File: src/rtl/systolic_job_sequencer.sv
// rtl/systolic_job_sequencer.sv - job sequencer feeding operands into and reading results out of a systolic accelerator
//
// Ports:
//   clk, rst                        clock, synchronous active-high reset
//   go                              job request pulse, ignored unless idle
//   in_valid, in_ready, in_data     operand byte stream (accepted on in_valid & in_ready)
//   out_valid, out_ready, out_data  result word stream (consumed on out_valid & out_ready)
//   busy, job_done, err             job status: running, end-of-job pulse, timeout flag
//   w_addr, w_data_in, w_write_en   accelerator byte write port
//   w_read_en, w_data_out           accelerator byte read port (data valid the cycle after w_read_en)
//   w_start, w_ready, w_done        accelerator start pulse, idle indication, completion
module systolic_job_sequencer #(
  parameter int N_LOAD    = 48,
  parameter int RES_BASE  = 48,
  parameter int RES_WORDS = 4,
  parameter int TIMEOUT   = 1024
) (
  input  logic        clk,
  input  logic        rst,
  input  logic        go,
  input  logic        in_valid,
  input  logic [7:0]  in_data,
  output logic        in_ready,
  output logic        out_valid,
  output logic [31:0] out_data,
  input  logic        out_ready,
  output logic        busy,
  output logic        job_done,
  output logic        err,
  output logic [5:0]  w_addr,
  output logic [7:0]  w_data_in,
  output logic        w_write_en,
  output logic        w_read_en,
  output logic        w_start,
  input  logic [7:0]  w_data_out,
  input  logic        w_ready,
  input  logic        w_done
);

  localparam int         CW = $clog2(TIMEOUT + 1);
  localparam logic [5:0] RB = 6'(RES_BASE);

  typedef enum logic [2:0] {
    S_IDLE, S_WAIT_RDY, S_LOAD, S_START, S_WAIT_DONE, S_READ, S_OUTPUT, S_FINISH
  } state_t;

  state_t        state_q, state_d;
  logic [6:0]    byte_cnt_q, byte_cnt_d;
  logic [3:0]    word_q, word_d;
  logic [1:0]    rd_byte_q, rd_byte_d;
  logic          rd_phase_q, rd_phase_d;   // 0: read strobe cycle, 1: sample cycle
  logic [CW-1:0] wait_cnt_q, wait_cnt_d;

  logic          in_ready_q, in_ready_d;
  logic          out_valid_q, out_valid_d;
  logic [31:0]   out_data_q, out_data_d;
  logic          busy_q, busy_d;
  logic          job_done_q, job_done_d;
  logic          err_q, err_d;
  logic [5:0]    w_addr_q, w_addr_d;
  logic [7:0]    w_data_in_q, w_data_in_d;
  logic          w_write_en_q, w_write_en_d;
  logic          w_read_en_q, w_read_en_d;
  logic          w_start_q, w_start_d;

  logic          accept;

  function automatic logic [5:0] rd_addr(input logic [3:0] w, input logic [1:0] b);
    return RB + {w, 2'b00} + {4'b0000, b};
  endfunction

  assign accept = (state_q == S_LOAD) && in_ready_q && in_valid;

  always_comb begin
    state_d      = state_q;
    byte_cnt_d   = byte_cnt_q;
    word_d       = word_q;
    rd_byte_d    = rd_byte_q;
    rd_phase_d   = rd_phase_q;
    wait_cnt_d   = wait_cnt_q;
    err_d        = err_q;
    out_valid_d  = out_valid_q;
    out_data_d   = out_data_q;
    w_addr_d     = w_addr_q;
    w_data_in_d  = w_data_in_q;
    w_write_en_d = 1'b0;
    w_read_en_d  = 1'b0;

    case (state_q)
      S_IDLE: begin
        if (go) begin
          state_d    = S_WAIT_RDY;
          err_d      = 1'b0;
          byte_cnt_d = '0;
          word_d     = '0;
          rd_byte_d  = '0;
          rd_phase_d = 1'b0;
          wait_cnt_d = '0;
        end
      end
      S_WAIT_RDY: begin
        if (w_ready) state_d = S_LOAD;
      end
      S_LOAD: begin
        // The write for byte k goes out the cycle after it is accepted; once all
        // bytes are in, in_ready is already low and the final write is in flight.
        if (accept) begin
          w_write_en_d = 1'b1;
          w_addr_d     = byte_cnt_q[5:0];
          w_data_in_d  = in_data;
          byte_cnt_d   = byte_cnt_q + 7'd1;
        end else if (byte_cnt_q == 7'(N_LOAD)) begin
          state_d = S_START;
        end
      end
      S_START: begin
        state_d    = S_WAIT_DONE;
        wait_cnt_d = '0;
      end
      S_WAIT_DONE: begin
        if (w_done) begin
          state_d     = S_READ;
          w_read_en_d = 1'b1;
          w_addr_d    = rd_addr(word_q, 2'd0);
          rd_byte_d   = 2'd0;
          rd_phase_d  = 1'b0;
        end else if (wait_cnt_q == CW'(TIMEOUT - 1)) begin
          err_d   = 1'b1;
          state_d = S_FINISH;
        end else begin
          wait_cnt_d = wait_cnt_q + 1'b1;
        end
      end
      S_READ: begin
        if (!rd_phase_q) begin
          rd_phase_d = 1'b1;
        end else begin
          out_data_d[8*rd_byte_q +: 8] = w_data_out;
          if (rd_byte_q == 2'd3) begin
            state_d     = S_OUTPUT;
            out_valid_d = 1'b1;
          end else begin
            rd_byte_d   = rd_byte_q + 2'd1;
            rd_phase_d  = 1'b0;
            w_read_en_d = 1'b1;
            w_addr_d    = rd_addr(word_q, rd_byte_q + 2'd1);
          end
        end
      end
      S_OUTPUT: begin
        if (out_ready) begin
          out_valid_d = 1'b0;
          if (word_q == 4'(RES_WORDS - 1)) begin
            state_d = S_FINISH;
          end else begin
            state_d     = S_READ;
            word_d      = word_q + 4'd1;
            rd_byte_d   = 2'd0;
            rd_phase_d  = 1'b0;
            w_read_en_d = 1'b1;
            w_addr_d    = rd_addr(word_q + 4'd1, 2'd0);
          end
        end
      end
      S_FINISH: begin
        state_d = S_IDLE;
      end
      default: begin
        state_d = S_IDLE;
      end
    endcase

    // Level outputs are registered from the next state so they line up with state_q.
    in_ready_d = (state_d == S_LOAD) && (byte_cnt_d != 7'(N_LOAD));
    busy_d     = (state_d != S_IDLE);
    w_start_d  = (state_d == S_START);
    job_done_d = (state_d == S_FINISH);
  end

  always_ff @(posedge clk) begin
    if (rst) begin
      state_q      <= S_IDLE;
      byte_cnt_q   <= '0;
      word_q       <= '0;
      rd_byte_q    <= '0;
      rd_phase_q   <= 1'b0;
      wait_cnt_q   <= '0;
      in_ready_q   <= 1'b0;
      out_valid_q  <= 1'b0;
      out_data_q   <= '0;
      busy_q       <= 1'b0;
      job_done_q   <= 1'b0;
      err_q        <= 1'b0;
      w_addr_q     <= '0;
      w_data_in_q  <= '0;
      w_write_en_q <= 1'b0;
      w_read_en_q  <= 1'b0;
      w_start_q    <= 1'b0;
    end else begin
      state_q      <= state_d;
      byte_cnt_q   <= byte_cnt_d;
      word_q       <= word_d;
      rd_byte_q    <= rd_byte_d;
      rd_phase_q   <= rd_phase_d;
      wait_cnt_q   <= wait_cnt_d;
      in_ready_q   <= in_ready_d;
      out_valid_q  <= out_valid_d;
      out_data_q   <= out_data_d;
      busy_q       <= busy_d;
      job_done_q   <= job_done_d;
      err_q        <= err_d;
      w_addr_q     <= w_addr_d;
      w_data_in_q  <= w_data_in_d;
      w_write_en_q <= w_write_en_d;
      w_read_en_q  <= w_read_en_d;
      w_start_q    <= w_start_d;
    end
  end

  assign in_ready   = in_ready_q;
  assign out_valid  = out_valid_q;
  assign out_data   = out_data_q;
  assign busy       = busy_q;
  assign job_done   = job_done_q;
  assign err        = err_q;
  assign w_addr     = w_addr_q;
  assign w_data_in  = w_data_in_q;
  assign w_write_en = w_write_en_q;
  assign w_read_en  = w_read_en_q;
  assign w_start    = w_start_q;

endmodule

File: config.mk
export PLATFORM = sky130hd
export DESIGN_NAME = systolic_job_sequencer
export DESIGN_NICKNAME = d
export VERILOG_FILES = /design/src/rtl/systolic_job_sequencer.sv
export SDC_FILE = /design/constraint.sdc
export NUM_CORES = 1
export LEC_CHECK = 0
export ABC_AREA = 1
export BUFFER_PORTS_ARGS = -buffer_cell sky130_fd_sc_hd__buf_2
export CAP_MARGIN = 0
export CORE_ASPECT_RATIO = 1.25
export CORE_MARGIN = 2
export CORE_UTILIZATION = 57
export CTS_BUF_LIST = sky130_fd_sc_hd__clkbuf_4
export DETAILED_ROUTE_END_ITERATION = 8
export HOLD_SLACK_MARGIN = 0.12
export MAX_ROUTING_LAYER = met4
export PLACE_DENSITY = 0.8
export SETUP_SLACK_MARGIN = 0.4
export SLEW_MARGIN = 30
export SYNTH_ARGS = -nofsm -noshare
export SYNTH_HDL_FRONTEND = slang
export SYNTH_SLANG_ARGS = --single-unit
File: constraint.sdc
create_clock -name clk -period 2.3 [get_ports clk]
set_input_delay 0.46 -clock clk [delete_from_list [all_inputs] [get_ports clk]]
set_output_delay 0.46 -clock clk [all_outputs]
set_load 0.05 [all_outputs]
---- Word level (Yosys, flattened, before mapping) ----
Cells that the tools add are included.
Widths: inputs -> output; s select.
word-level totals
  output and inout bits ................... 54
  latch bits .............................. 0
  bits in read-only memories .............. 0
  memory bits (writable) .................. 0
  word-level logic and storage cells ...... 133
  memories kept ........................... 0
  input port bits ......................... 23
  register bits ........................... 82
cells by class
  reductions and logical operators ........ 21
  divide/modulo/power cells ............... 0
  add/sub/neg operators ................... 8
  bitwise logic cells ..................... 1
  muxes and demuxes ....................... 58
  order comparisons ....................... 0
  shifts and indexed selects .............. 2
  equal/unequal tests ..................... 26
  multipliers ............................. 0
operators by type and width
  kind                     number
  $mux 6                   6
  $neg 5->34               1
  $shift 8x34->32 const A  1
  $shiftx 8x34->32         1
  $mux 11                  3
  $pmux 11 s3              1
  $bwmux 32                1
  $mux 3                   9
  $pmux 3 s8               1
  $pmux 6 s4               1
  $ne 2x2->1 const B       11
  $mux 1                   17
  $reduce_and 4->1         4
  $eq 3x3->1 const B       5
  $mux 2                   7
  $mux 7                   2
  $pmux 7 s2               1
  $reduce_and 7->1         2
  $add 6x6->6 const A      2
  $eq 3x2->1 const B       4
  $mux 4                   3
  $add 11x1->11 const B    1
  $eq 11x10->1 const B     1
  $pmux 2 s4               1
  other kinds (22)         30

---- Depth between registers and ports, before layout ----
  depth after elaboration ................. 7
  depth in mapped cells ................... 13
  mapped depth without buffers ............ 12

---- Worst setup path before layout ----
Ideal clock, no wire load.
  path type ............................... register to register
  from .................................... reg rd_byte_q[0]
  to ...................................... reg out_data_q[0] (netlist: out_data[0])
  clock period less this slack ............ 1.939 ns
  required time ........................... 2.229 ns
  cell stages (with the launch flop) ...... 8
  slack ................................... 0.361 ns
  buffers on the path ..................... 1
  library setup time ...................... 0.071 ns
  data arrival time ....................... 1.868 ns
  path through ............................ dfxtp_1 > clkbuf_1 > inv_1 > ha_1 > inv_1 > nand3_1 > or3_1 > a21oi_1
between the ends
  cells in the longest elaborated chain, start to end .. 3
  elaborated cells between the ends (all ways) .. 4
  classes of those cells .................. add/sub (1); shift (2); mux (1)
ends and longest elaborated chain
  item                                                 RTL line  text
  start, declared                                      50        logic [1:0] rd_byte_q, rd_byte_d;
  start signal, assigned                               203       rd_byte_q <= rd_byte_d;
  $neg 5->34 (*)                                       138       out_data_d[8*rd_byte_q +: 8] = w_data_out;
  $shiftx 8x34->32 or $shift 8x34->32 (tied branches)  138
  $bwmux 32 (*)                                        138
  end signal, assigned                                 208       out_data_q <= out_data_d;
  end, declared                                        56        logic [31:0] out_data_q, out_data_d;
Mark *: on every way between the ends. The rest lies on a longest branch, timed or not.
A chain may end at the register's enable or synchronous reset.

---- Worst setup path after layout ----
  from .................................... reg state_q[2]
  to ...................................... reg out_data_q[11] (netlist: out_data[11])
between the ends
  cells in the longest elaborated chain, start to end .. 2
ends and longest elaborated chain
  item                        RTL line  text
  start, declared             47        state_t state_q, state_d;
  start signal, assigned      200       state_q <= state_d;
  $eq 3x3->1                  89        case (state_q)
  $reduce_and 2->1 (no line)  --
No other way between the ends.

==> results.json <==
{
  "critPathBufInv": 4,
  "viasPerCell": 5.52,
  "place_inst": 697,
  "fin_crit_sh_pct": 77.6,
  "outcome": "completed",
  "grt-ovfl-total": 0,
  "die_w_um": 78.3,
  "slew_viol_final": 0,
  "dieArea_sq_um": 7590,
  "drive_above_1_share_pct": 21.2,
  "path_clk_slew_ps": 140,
  "hold_ws_ps": 226,
  "yosys.area.top_type": "dfxtp_1",
  "ir_drop_v": 0.000556,
  "grt_pass1_wl_mm": 15.8,
  "rsz0062_at_grt": "true",
  "period_minus_slack_ps": 1790,
  "antenna_found_initial": 0,
  "cp_data_required_time_ps": 2660,
  "path_cells": "inv_4 > nor2_8 > nand2_4 > clkinv_2 > nand2_2 > clkinv_2 > nand2_1 > clkinvlp_4 > o21ai_0 > o211a_1",
  "crit_family": "flip-flops",
  "crit_path_top_delay_cell": "dfxtp_1",
  "crit_fanout": 16,
  "drtAntennaViolNets": 0,
  "port_buffers": 76,
  "wire_per_inst_um": 13.4,
  "syn_area_per_cell_sq_um": 7.19,
  "via_count": 3950,
  "num-nets-final": 657,
  "worstReg2RegStart": "state_q[2]",
  "stdcell_count": 715,
  "worst-r2r-cell-count": 10,
  "p_leak_uw": 0.00219,
  "start_util_pct": 59.6,
  "pin_count": 77,
  "hold_viol_final": 0,
  "ys_seq_elements": 82,
  "ys_types": 36,
  "start_kind": "register",
  "critPathMostFrequentCell": "clkinv_2",
  "dp_hpwl_mm": 7.00,
  "hp-class": "in2reg",
  "yosys.area.top_type_share_pct": 41.7,
  "maxCapViolations": 0,
  "synth.net_count": 582,
  "yosysSeqAreaShare_pct": 41.7,
  "hold_buffers": 0,
  "tns_ps": 0,
  "ys_warn_count": 0,
  "core_sq_um": 6610,
  "cts-root-buf": "clkbuf_4",
  "ys_top_cells_by_area": "dfxtp_1 42%, nand2_1 9.0%, nor2_1 7.6%",
  "p_per_area_nw_per_um2": 632,
  "antennaDiodeCount": 0,
  "cpPeakStageDelay_ps": 510,
  "cts_made_buffers": 9,
  "drc": 0,
  "fmax_mhz": 560,
  "worstSkewPairLatency_ps": 450,
  "grt_pass1_vias": 3624,
  "die_y_um": 96.9,
  "wl_mm": 9.58,
  "grtUsageTotal_pct": 26.4,
  "hold_path_end": "w_data_in[5]",
  "fin_worst_skew_ps": 25.7,
  "setup_viol": 0,
  "synth_area_sq_um": 3940,
  "cp.arrival_ps": 2150,
  "hold_depth": 3,
  "tightest_slew_ps": 428,
  "worst_setup_path_end_kind": "register",
  "drtIter0Drc": 245,
  "synthCells": 548,
  "cts_sinks": 82,
  "firstDrtPassIters": 5,
  "htreeDepth": 3,
  "path_class": "reg2reg",
  "place.gp.congestion": 0.914,
  "area.growth.synth_to_final_pct": 17.4,
  "cts_tree": "done",
  "min-delay-start": "in_data[5]",
  "rr_endpoint": "out_data[11]",
  "cts_max_path_buffers": 2,
  "relSlewSlack_pct": 71.3,
  "rrSetupSlack_ps": 510,
  "grt_max_degree": 43,
  "rows": 33
}
cells in the final DEF (no fill, tap or decap), types with 2 or more instances in the layout:
cell type	n
or3_1	8
buf_4	5
nand4_1	5
clkbuf_4	11
o21ai_0	58
ha_1	10
dfxtp_1	78
nand2_1	92
o21a_1	2
o21ai_1	2
nand2_2	2
inv_1	55
nor2_2	6
nand2_4	3
clkinv_2	2
o211ai_1	2
o211a_1	16
nand3_1	35
dfxtp_2	3
inv_2	4
clkinvlp_4	5
nor3_1	11
a21oi_1	37
buf_2	76
nand3_2	4
xor2_1	2
nor2_1	74
worst register-to-register path, stage by stage, from the launching register on:
cell        delay (ps)
dfxtp_1            510
inv_4              130
nor2_8             140
nand2_4             80
clkinv_2            80
nand2_2             60
clkinv_2            90
nand2_1             90
clkinvlp_4         200
o21ai_0            180
o211a_1            140
kinds of logic after synthesis:
logic type                 after synthesis  synth area share (%)
AOI/OAI and AO/OA                      124                  18.5
and+or+nand+nor                        244                  26.9
DFF                                     82                  41.7
buffers and inverters                   84                  8.74
adders and majority gates               11                  3.50
xor gates and xnor gates                 3                 0.667
cells in the mapped netlist, drive strengths merged:
master and n:
or2 1, o21ai 60, o22ai 1, a21oi 38, o21a 2, a22oi 1, o221ai 1, inv 63
nor2 82, nand2 97, clkinv 2, ha 11, o211ai 2, a211oi 1, xor2 2, nor3 12
nand3 39, buf 9, a221oi 1, dfxtp 82, xnor2 1, nand4 5, clkbuf 10, o31ai 1
or3 8, o211a 16
repair_timing:
item,in CTS,in global routing
cloned,0,0
pin swaps,0,4
resized for setup,4,24
buffers inserted,0,2
setup endpoints to repair,20,46
flip-flops by register name, indices dropped and copies added (netlist names):
register,flops
err,1
rd_byte_q,2
out_data,32
job_done,1
w_read_en,1
out_valid,1
in_ready,1
rd_phase_q,1
word_q,4
w_addr,6
w_data_in,8
busy,1
w_start,1
state_q,3
w_write_en,1
byte_cnt_q,7
wait_cnt_q,11
how the worst max path moves through the flow:
stage | start | endpoint | slack (ps) | cells after the start
2_1_floorplan | rd_byte_q[0] | out_data[0] | 490 | 7
5_1_grt | state_q[0] | in_ready | 360 | 10
4_1_cts | state_q[0] | wait_cnt_q[9] | 340 | 9
3_3_place_gp | state_q[0] | w_addr[5] | 340 | 8
6_report | state_q[2] | out_data[11] | 510 | 10
3_5_place_dp | state_q[1] | wait_cnt_q[9] | 250 | 11
layout make-up:
class | count | area [sq um]
inverters | 65 | 260
fillers | 588 | 1980
flip-flops and latches | 82 | 1650
well taps | 87 | 109
multi-input cells | 382 | 2010
clock inverters | 5 | 62.6
clock buffers | 11 | 82.6
repair buffers | 83 | 449
where the power goes:
group          switching [uW]  total, uW  internal, uW
combinational             391        543           152
sequential               35.8       1490          1460
clock                     523        885           361
total                     950       2920          1970
metrics by stage:
| stage | instance area (sq um) | power [uW] | utilization [%] | setup slack, ps |
|---|---|---|---|---|
| after floorplan | 3940 | 1890 | - | 488 |
| after CTS | 4520 | 2880 | 68.5 | 340 |
| after global placement | 4370 | 2000 | 66.1 | 337 |
| final | 4620 | 2920 | 70.0 | 514 |
| after global routing | 4620 | 3050 | 70.0 | 362 |
| after detailed placement | 4370 | 2020 | 66.1 | 250 |
per-layer routing:
layer / GRT usage [%] / vias to the layer above / wire length (um)
li1: - / 1964 / -
met1: 29.3 / 1845 / 3920
met2: 46.5 / 120 / 4970
met3: 4.20 / 21 / 479
met4: 10.9 / 0 / 213
met5: - / - / 0
(Power assumes the default switching activity.)
